==> config.mk <==
export PLATFORM = sky130hd
export DESIGN_NAME = pixel_stream_sink
export DESIGN_NICKNAME = d
export VERILOG_FILES = /design/src/rtl/pixel_sink_pkg.sv /design/src/rtl/fb_skid_fifo.sv /design/src/rtl/pixel_stream_sink.sv
export SDC_FILE = /design/constraint.sdc
export NUM_CORES = 1
export LEC_CHECK = 0
export CAP_MARGIN = 25
export CORE_ASPECT_RATIO = 1.25
export CORE_MARGIN = 2
export CORE_UTILIZATION = 52
export DETAILED_ROUTE_END_ITERATION = 16
export GPL_TIMING_DRIVEN = 0
export PLACE_DENSITY_LB_ADDON = 0.25
export SYNTH_ARGS = -nofsm -noshare
export SYNTH_HDL_FRONTEND = slang
export SYNTH_HIERARCHICAL = 1
export SYNTH_SLANG_ARGS = --single-unit
==> constraint.sdc <==
create_clock -name _clock -period 6.8 [get_ports _clock]
set_input_delay 0.68 -clock _clock [delete_from_list [all_inputs] [get_ports _clock]]
set_output_delay 0.68 -clock _clock [all_outputs]
set_load 0.05 [all_outputs]
==> src/rtl/pixel_sink_pkg.sv <==
// Shared types for pixel_stream_sink: FSM state encoding, signed coordinate type
// and a saturating counter helper.
package pixel_sink_pkg;

    typedef enum logic [2:0] {
        IDLE,
        CLEAR,
        LAUNCH,
        STREAM,
        DRAIN,
        DONE
    } state_t;

    typedef logic signed [31:0] coord_t;

    localparam logic [31:0] CNT_MAX = '1;

    function automatic logic [31:0] sat_inc(input logic [31:0] v);
        return (v == CNT_MAX) ? v : v + 32'd1;
    endfunction

endpackage

==> src/rtl/fb_skid_fifo.sv <==
// Two-entry FIFO holding framebuffer write addresses between the stream side
// and the write port. Push while full is accepted only with a simultaneous pop.
module fb_skid_fifo #(
    parameter int W = 12
) (
    input  logic         clk_i,
    input  logic         rst_i,
    input  logic         push_i,
    input  logic [W-1:0] din_i,
    input  logic         pop_i,
    output logic         full_o,
    output logic         empty_o,
    output logic [W-1:0] dout_o
);

    logic [W-1:0] mem_q [2];
    logic         rd_q;
    logic         wr_q;
    logic [1:0]   count_q;
    logic [1:0]   count_d;
    logic         do_push;
    logic         do_pop;

    assign full_o  = (count_q == 2'd2);
    assign empty_o = (count_q == 2'd0);
    assign dout_o  = mem_q[rd_q];

    assign do_pop  = pop_i && !empty_o;
    assign do_push = push_i && (!full_o || do_pop);

    always_comb begin
        count_d = count_q + {1'b0, do_push} - {1'b0, do_pop};
    end

    always_ff @(posedge clk_i or posedge rst_i) begin
        if (rst_i) begin
            mem_q[0] <= '0;
            mem_q[1] <= '0;
            rd_q     <= 1'b0;
            wr_q     <= 1'b0;
            count_q  <= '0;
        end else begin
            if (do_push) begin
                mem_q[wr_q] <= din_i;
                wr_q        <= ~wr_q;
            end
            if (do_pop) begin
                rd_q <= ~rd_q;
            end
            count_q <= count_d;
        end
    end

endmodule

==> src/rtl/pixel_stream_sink.sv <==
// Generator-stream consumer: launches a generator, clips incoming (x,y) pairs to
// the frame and writes in-frame pixels to the framebuffer. CLEAR_ON_START_EN adds a clear sweep.
module pixel_stream_sink
    import pixel_sink_pkg::*;
#(
    parameter int               WIDTH    = 64,
    parameter int               HEIGHT   = 64,
    parameter int               COLOR_W  = 8,
    parameter logic [COLOR_W-1:0] FG_COLOR = 8'hFF,
    parameter logic [COLOR_W-1:0] BG_COLOR = 8'h00,
    localparam int              ADDR_W   = $clog2(WIDTH * HEIGHT)
) (
    input  logic               _clock,
    input  logic               _reset,
    input  logic               host_go,
    output logic               host_busy,
    output logic               host_done,
    output logic [31:0]        pix_count,
    output logic [31:0]        clip_count,
    output logic               _start,
    output logic               _ready,
    input  logic               _valid,
    input  logic               _done,
    input  coord_t             _out0,
    input  coord_t             _out1,
    output logic               fb_we,
    output logic [ADDR_W-1:0]  fb_addr,
    output logic [COLOR_W-1:0] fb_wdata,
    input  logic               fb_ack
);

    state_t            state_q;
    logic [31:0]       pix_q;
    logic [31:0]       clip_q;
    logic              in_frame;
    logic              take;
    logic [ADDR_W-1:0] push_addr;
    logic              fifo_push;
    logic              fifo_pop;
    logic              fifo_full;
    logic              fifo_empty;
    logic [ADDR_W-1:0] fifo_head;

`ifdef CLEAR_ON_START_EN
    localparam logic [ADDR_W-1:0] LAST_ADDR = ADDR_W'(WIDTH * HEIGHT - 1);
    logic [ADDR_W-1:0] clr_q;
`endif

    // Range check uses the full signed coordinates; the address is only formed
    // modulo 2^ADDR_W, which is exact for in-frame pairs.
    assign in_frame  = (_out0 >= 0) && (_out0 < WIDTH) && (_out1 >= 0) && (_out1 < HEIGHT);
    assign push_addr = ADDR_W'(_out1) * ADDR_W'(WIDTH) + ADDR_W'(_out0);
    assign take      = (state_q == STREAM) && _valid && _ready;
    assign fifo_push = take && in_frame;
    assign fifo_pop  = !fifo_empty && fb_ack;

    fb_skid_fifo #(
        .W(ADDR_W)
    ) u_fifo (
        .clk_i  (_clock),
        .rst_i  (_reset),
        .push_i (fifo_push),
        .din_i  (push_addr),
        .pop_i  (fifo_pop),
        .full_o (fifo_full),
        .empty_o(fifo_empty),
        .dout_o (fifo_head)
    );

    assign host_busy  = (state_q != IDLE);
    assign host_done  = (state_q == DONE);
    assign _start     = (state_q == LAUNCH);
    assign pix_count  = pix_q;
    assign clip_count = clip_q;

    always_comb begin
        _ready   = (state_q == STREAM) && !fifo_full;
        fb_we    = !fifo_empty;
        fb_addr  = fifo_empty ? '0 : fifo_head;
        fb_wdata = !fifo_empty ? FG_COLOR : ((state_q == IDLE) ? '0 : BG_COLOR);
`ifdef CLEAR_ON_START_EN
        if (state_q == CLEAR) begin
            fb_we    = 1'b1;
            fb_addr  = clr_q;
            fb_wdata = BG_COLOR;
        end
`endif
    end

    always_ff @(posedge _clock or posedge _reset) begin
        if (_reset) begin
            state_q <= IDLE;
            pix_q   <= '0;
            clip_q  <= '0;
`ifdef CLEAR_ON_START_EN
            clr_q   <= '0;
`endif
        end else begin
            if (fifo_pop) begin
                pix_q <= sat_inc(pix_q);
            end
            case (state_q)
                IDLE: begin
                    if (host_go) begin
                        pix_q  <= '0;
                        clip_q <= '0;
`ifdef CLEAR_ON_START_EN
                        clr_q   <= '0;
                        state_q <= CLEAR;
`else
                        state_q <= LAUNCH;
`endif
                    end
                end
`ifdef CLEAR_ON_START_EN
                CLEAR: begin
                    if (fb_ack) begin
                        if (clr_q == LAST_ADDR) begin
                            state_q <= LAUNCH;
                        end else begin
                            clr_q <= clr_q + ADDR_W'(1);
                        end
                    end
                end
`endif
                LAUNCH: state_q <= STREAM;
                STREAM: begin
                    if (take && !in_frame) begin
                        clip_q <= sat_inc(clip_q);
                    end
                    if (_done && _ready) begin
                        state_q <= DRAIN;
                    end
                end
                DRAIN: begin
                    if (fifo_empty) begin
                        state_q <= DONE;
                    end
                end
                DONE:    state_q <= IDLE;
                default: state_q <= IDLE;
            endcase
        end
    end

endmodule

Word-level counts from Yosys, hierarchy flattened. Index checks and enable logic that the tools add are counted.

Multiplexer cells: 20. Equal/unequal tests: 12. Add/subtract/negate cells: 5. Reductions and logical operators: 23. Bitwise logic cells: 4. $lt $le $gt $ge: 7.

Operators by type and width (number): $mux 32 (7); $add 32x1->32 const B (2); $eq 32x32->1 const B (2); $ge 32x1->1 const B (2); $lt 32x8->1 const B (2); $pmux 32 s2 (1); $mux 12 (5); $bwmux 24 (1); $logic_and 1x1->1 (13); $add 12x12->12 (1); $demux 12 s1 (1); $pmux 3 s4 (1); $mux 3 (3); $mux 8 (1); $eq 3x2->1 const B (2); $eq 3x3->1 const B (2); $ne 2x2->1 const B (3); $ge 2x2->1 const B (2); $ne 2x1->1 const B (2); $not 1->2 (2); $reduce_and 4->1 (1); $logic_not 1->1 (3); $logic_not 3->1 (1); $reduce_and 3->1 (1); 9 further kinds (10).

Register bits after elaboration: 95. Word-level logic and storage cells: 79.

Longest topological paths before layout.
Depth in word-level cells: 8. Gate-level depth with buffers: 9. Mapped depth without buffers: 8.

Hierarchy. The synthesis kept the hierarchy.

By module, submodules not included: pixel_stream_sink (area an instance 4191.5 um^2, cells each 475, seq. area each 1676.6 um^2, times used 1); fb_skid_fifo (area an instance 1272.5 um^2, cells each 87, seq. area each 700.7 um^2, times used 1).

Worst setup path after synthesis. Ideal clock, no wire load.

Path type: input port to flip-flop. From: input _out0[25]. To: register u_fifo/mem_q[12] (netlist name). Path buffers: 2. Path slack: 3832 ps. Cell stages on the path: 9. Data arrival time: 2843 ps. Library setup time: 125 ps. Path through: nor4_1 -> nand4_1 -> or4_1 -> clkbuf_1 -> nor2_1 -> inv_1 -> nor3_2 -> buf_4 -> mux2_2.

Cells in the longest elaborated chain, start to end: 6. Elaborated cells between the ends (all ways): 7. Those cells by class: order compare (2); reduce/logical (5).

Ends and longest elaborated chain: start, declared (line pixel_stream_sink.sv:24) `input coord_t _out0,`; $ge 32x1->1 / $lt 32x8->1 (equally long branches) (line pixel_stream_sink.sv:51) `assign in_frame = (_out0 >= 0) && (_out0 < WIDTH) && (_out1 >= 0) && (_out1 < HEIGHT);`; $logic_and 1x1->1 (*) (3 in series) (line pixel_stream_sink.sv:51); $logic_and 1x1->1 (*) (line pixel_stream_sink.sv:54) `assign fifo_push = take && in_frame;`; via fifo_push (line pixel_stream_sink.sv:38) `logic fifo_push;`; $logic_and 1x1->1 (*) (line fb_skid_fifo.sv:29) `assign do_push = push_i && (!full_o || do_pop);`; end signal, assigned by index (line fb_skid_fifo.sv:44) `mem_q[wr_q] <= din_i;`; end, declared (line fb_skid_fifo.sv:16) `logic [W-1:0] mem_q [2];`.

The timed path passes the listed nets; every way through them passes the cells marked *. A chain may end at the register's enable or synchronous reset.

Worst setup path after layout.
From: input _out0[7]. To: register u_fifo/mem_q[13] (netlist name).

Same word-level chain as after synthesis.

==> flow_metrics.py <==
metrics = {
    "status": {
        "status": "finished, final reports clean",
    },
    "global_route": {
        "grt_pass1_vias": 5315,
        "antenna_found_initial": 0,
        "grt-ovfl-total": 0,
        "grtUsageTotal_pct": 26.82,
        "grt_pass1_wl_mm": 24.41,
        "grt_max_degree": 68,
    },
    "detailed_routing": {
        "wl_per_cell_um": 16.98,
        "drt_pass1_iterations": 5,
        "via_count": 5108,
        "drt_iter0_markers": 222,
        "drcViolationCount": 0,
        "m1WireLength_mm": 5.553,
        "top_layer": "met4",
        "vias_per_cell": 5.898,
        "wl_met2_mm": 7.768,
        "ant_nets": 0,
        "drt-total-wl_mm": 14.71,
        "dr_wl_met3_mm": 1.087,
    },
    "clocking": {
        "clock_sinks": 95,
        "htreeDepth": 3,
        "tritoncts": "done",
        "clk_latency_ns": 0.34,
        "clk_pin_slew_ns": 0.07,
        "cts_buffers": 9,
        "postCtsSetupRepairBufs": 0,
        "ctsResizeCount": 0,
        "clockRootBuffer": "clkbuf_16",
        "clockBufferDepth": 2,
        "ctsHoldBuffers": 0,
    },
    "worst_setup_path": {
        "worstPathArrival_ns": 3.94,
        "cp-end-kind": "flip-flop",
        "reg2regPathDepth": 8,
        "cp_max_fo": 10,
        "path_class": "primary input to flip-flop",
        "worstReg2RegStart": "u_fifo/count_q[1]",
        "cp-start-kind": "primary input",
        "rrSetupSlack_ns": 4.09,
        "crit_start": "_out0[7]",
        "cp_data_required_time_ns": 7.03,
        "rr_endpoint": "u_fifo/mem_q[13]",
    },
    "finish": {
        "seq_area_um2": 2377,
        "diodes": 0,
        "final.fill_count": 734,
        "finalNetCount": 811,
        "stdcell_count": 866,
        "multi_input_area_um2": 2861,
        "layout_common_cells": "clkdlybuf4s50_1 (158), dfrtp_1 (95), nor2_1 (52), nand2_1 (40), mux2_2 (36)",
        "final_layout_size_suffix_gt1_share_pct": 11.80,
        "syn_to_final_growth_pct": 37.46,
        "final_common_cell": "clkdlybuf4s50_1",
    },
    "sta": {
        "fmax_mhz": 268.9,
        "tightest_slew_ns": 1.026,
        "fin_tns_setup_ns": 0,
        "skew_ns": 0.007007,
        "min_period_over_period_pct": 54.69,
        "max_slew_margin_pct": 31.00,
        "final_hold_viol_count": 0,
        "finalSetupViolCount": 0,
        "grt_setup_unrepaired": "false",
        "final.min_clock_period_ns": 3.719,
        "final_max_slew_viol_count": 0,
    },
    "place": {
        "io_buffers": 158,
        "dp_cells": 849,
        "gp_congestion": 0.8906,
        "dp.final_hpwl_mm": 10.92,
    },
    "synth": {
        "synth_edf_count": 0,
        "yosysWarnings": 6,
        "synth_cell_types": 53,
        "syn_area_um2": 5464,
        "synthFlopType": "dfrtp_1",
        "syn_area_per_cell_um2": 9.722,
        "yosysSeqAreaShare_pct": 43.51,
        "ys_ff_latch": 95,
        "synthesis.nets": 641,
        "async_reset_ff_share_pct": 100.0,
        "syn_inst": 562,
    },
    "floorplan": {
        "die_w_um": 95.69,
        "start_util_pct": 53.79,
        "core-area_um2": 10160,
        "num_rows": 41,
        "die_y_um": 118.6,
        "io-pin-count": 159,
        "dieArea_um2": 11350,
    },
    "min_path": {
        "hold_depth": 1,
        "hold_class": "flip-flop to flip-flop",
        "min_to": "u_fifo/mem_q[2]",
        "hp-start": "u_fifo/mem_q[2]",
    },
    "job": {
        "drv_cap": 0,
    },
    "power": {
        "p_leak_nw": 3.113,
        "power.density_nw_per_um2": 182.3,
        "ir_drop_mv": 0.1730,
    },
}
-- worst max-delay path by stage --
| stage | to | slack [ns] | depth (start not counted) |
|---|---|---|---|
| 6_report | u_fifo/mem_q[13] | 3.08 | 10 |
| 2_1_floorplan | u_fifo/mem_q[12] | 3.83 | 9 |
| 3_3_place_gp | u_fifo/mem_q[19] | 2.82 | 10 |
| 4_1_cts | u_fifo/mem_q[13] | 3.04 | 10 |
| 3_5_place_dp | u_fifo/mem_q[13] | 2.78 | 10 |
| 5_1_grt | u_fifo/mem_q[20] | 2.90 | 10 |
-- through the flow --
step           hold slack (ns)  util, %  worst slack [ns]  cell area, um2  total power, mW
2_1_floorplan           0.4523        -             3.832            5464           0.7805
3_3_place_gp            0.4822    70.95             2.822            7207           0.8991
3_5_place_dp            0.4927    70.98             2.783            7209           0.9069
4_1_cts                 0.5078    73.68             3.040            7483            1.375
5_1_grt                 0.5227    73.95             2.900            7511            1.423
6_report                0.5041    73.95             3.081            7511            1.369
-- critical path, stage by stage --
cell and delay, ns:
clkdlybuf4s50_1 0.45, nor4_1 0.34, nand4_1 0.16, or4_1 0.54, clkbuf_1 0.21, nor2_1 0.36, inv_1 0.13, nor3_2 0.43
buf_4 0.28, mux2_2 0.36
-- cell usage after synthesis, types with 11 or more instances --
library cell	number	area [um2]
a21oi_1	22	110.1
dfrtp_1	95	2377
inv_1	22	82.58
mux2_2	36	405.4
nand2_1	40	150.1
nand3_1	32	160.2
nand4_1	23	143.9
nor2_1	52	195.2
nor2b_1	16	100.1
nor3_1	15	75.07
nor4_1	22	137.6
o21ai_0	16	80.08
or3_1	11	68.82
or4_1	13	97.59
xnor2_1	23	201.4
xor2_1	16	140.1
-- registers in the layout, indices dropped and copies added, names as in the netlist --
| register | flops |
|---|---|
| clip_count | 32 |
| pix_count | 32 |
| state_q | 3 |
| u_fifo/count_q | 2 |
| u_fifo/mem_q | 24 |
| u_fifo/rd_q | 1 |
| u_fifo/wr_q | 1 |
-- power breakdown --
group	total (mW)	leakage (nW)	switching (mW)	internal, mW
Combinational	0.299	1.67	0.191	0.108
Clock	0.469	0.125	0.220	0.249
Sequential	0.601	1.32	0.0213	0.579
-- layout make-up --
type                       instances  share of cell area [%]
buffer                            23                   1.899
clock buffer                      10                   3.048
clock inverter                     6                  0.5997
inverter                          22                   1.133
multi-input combinational        422                   38.10
sequential                        95                   31.65
tap                              129                   2.149
timing repair buffer             159                   21.42
-- cell families after synthesis --
group           count (synthesis)  share of synthesized area (%)
compound gates                 60                          6.572
xor+xnor                       39                          6.251
fa+ha+maj                       9                          2.198
buf+inv                        45                          4.122
flops                          95                          43.51
mux                            42                          8.518
simple gates                  272                          28.83
-- routing by layer --
layer | track usage (%) | vias up
met4 | 10.45 | 0
met2 | 46.46 | 223
li1 | - | 2369
met1 | 31.13 | 2494
met5 | 0 | -
met3 | 6.756 | 22
No activity file was read; power rests on OpenSTA's default activity.
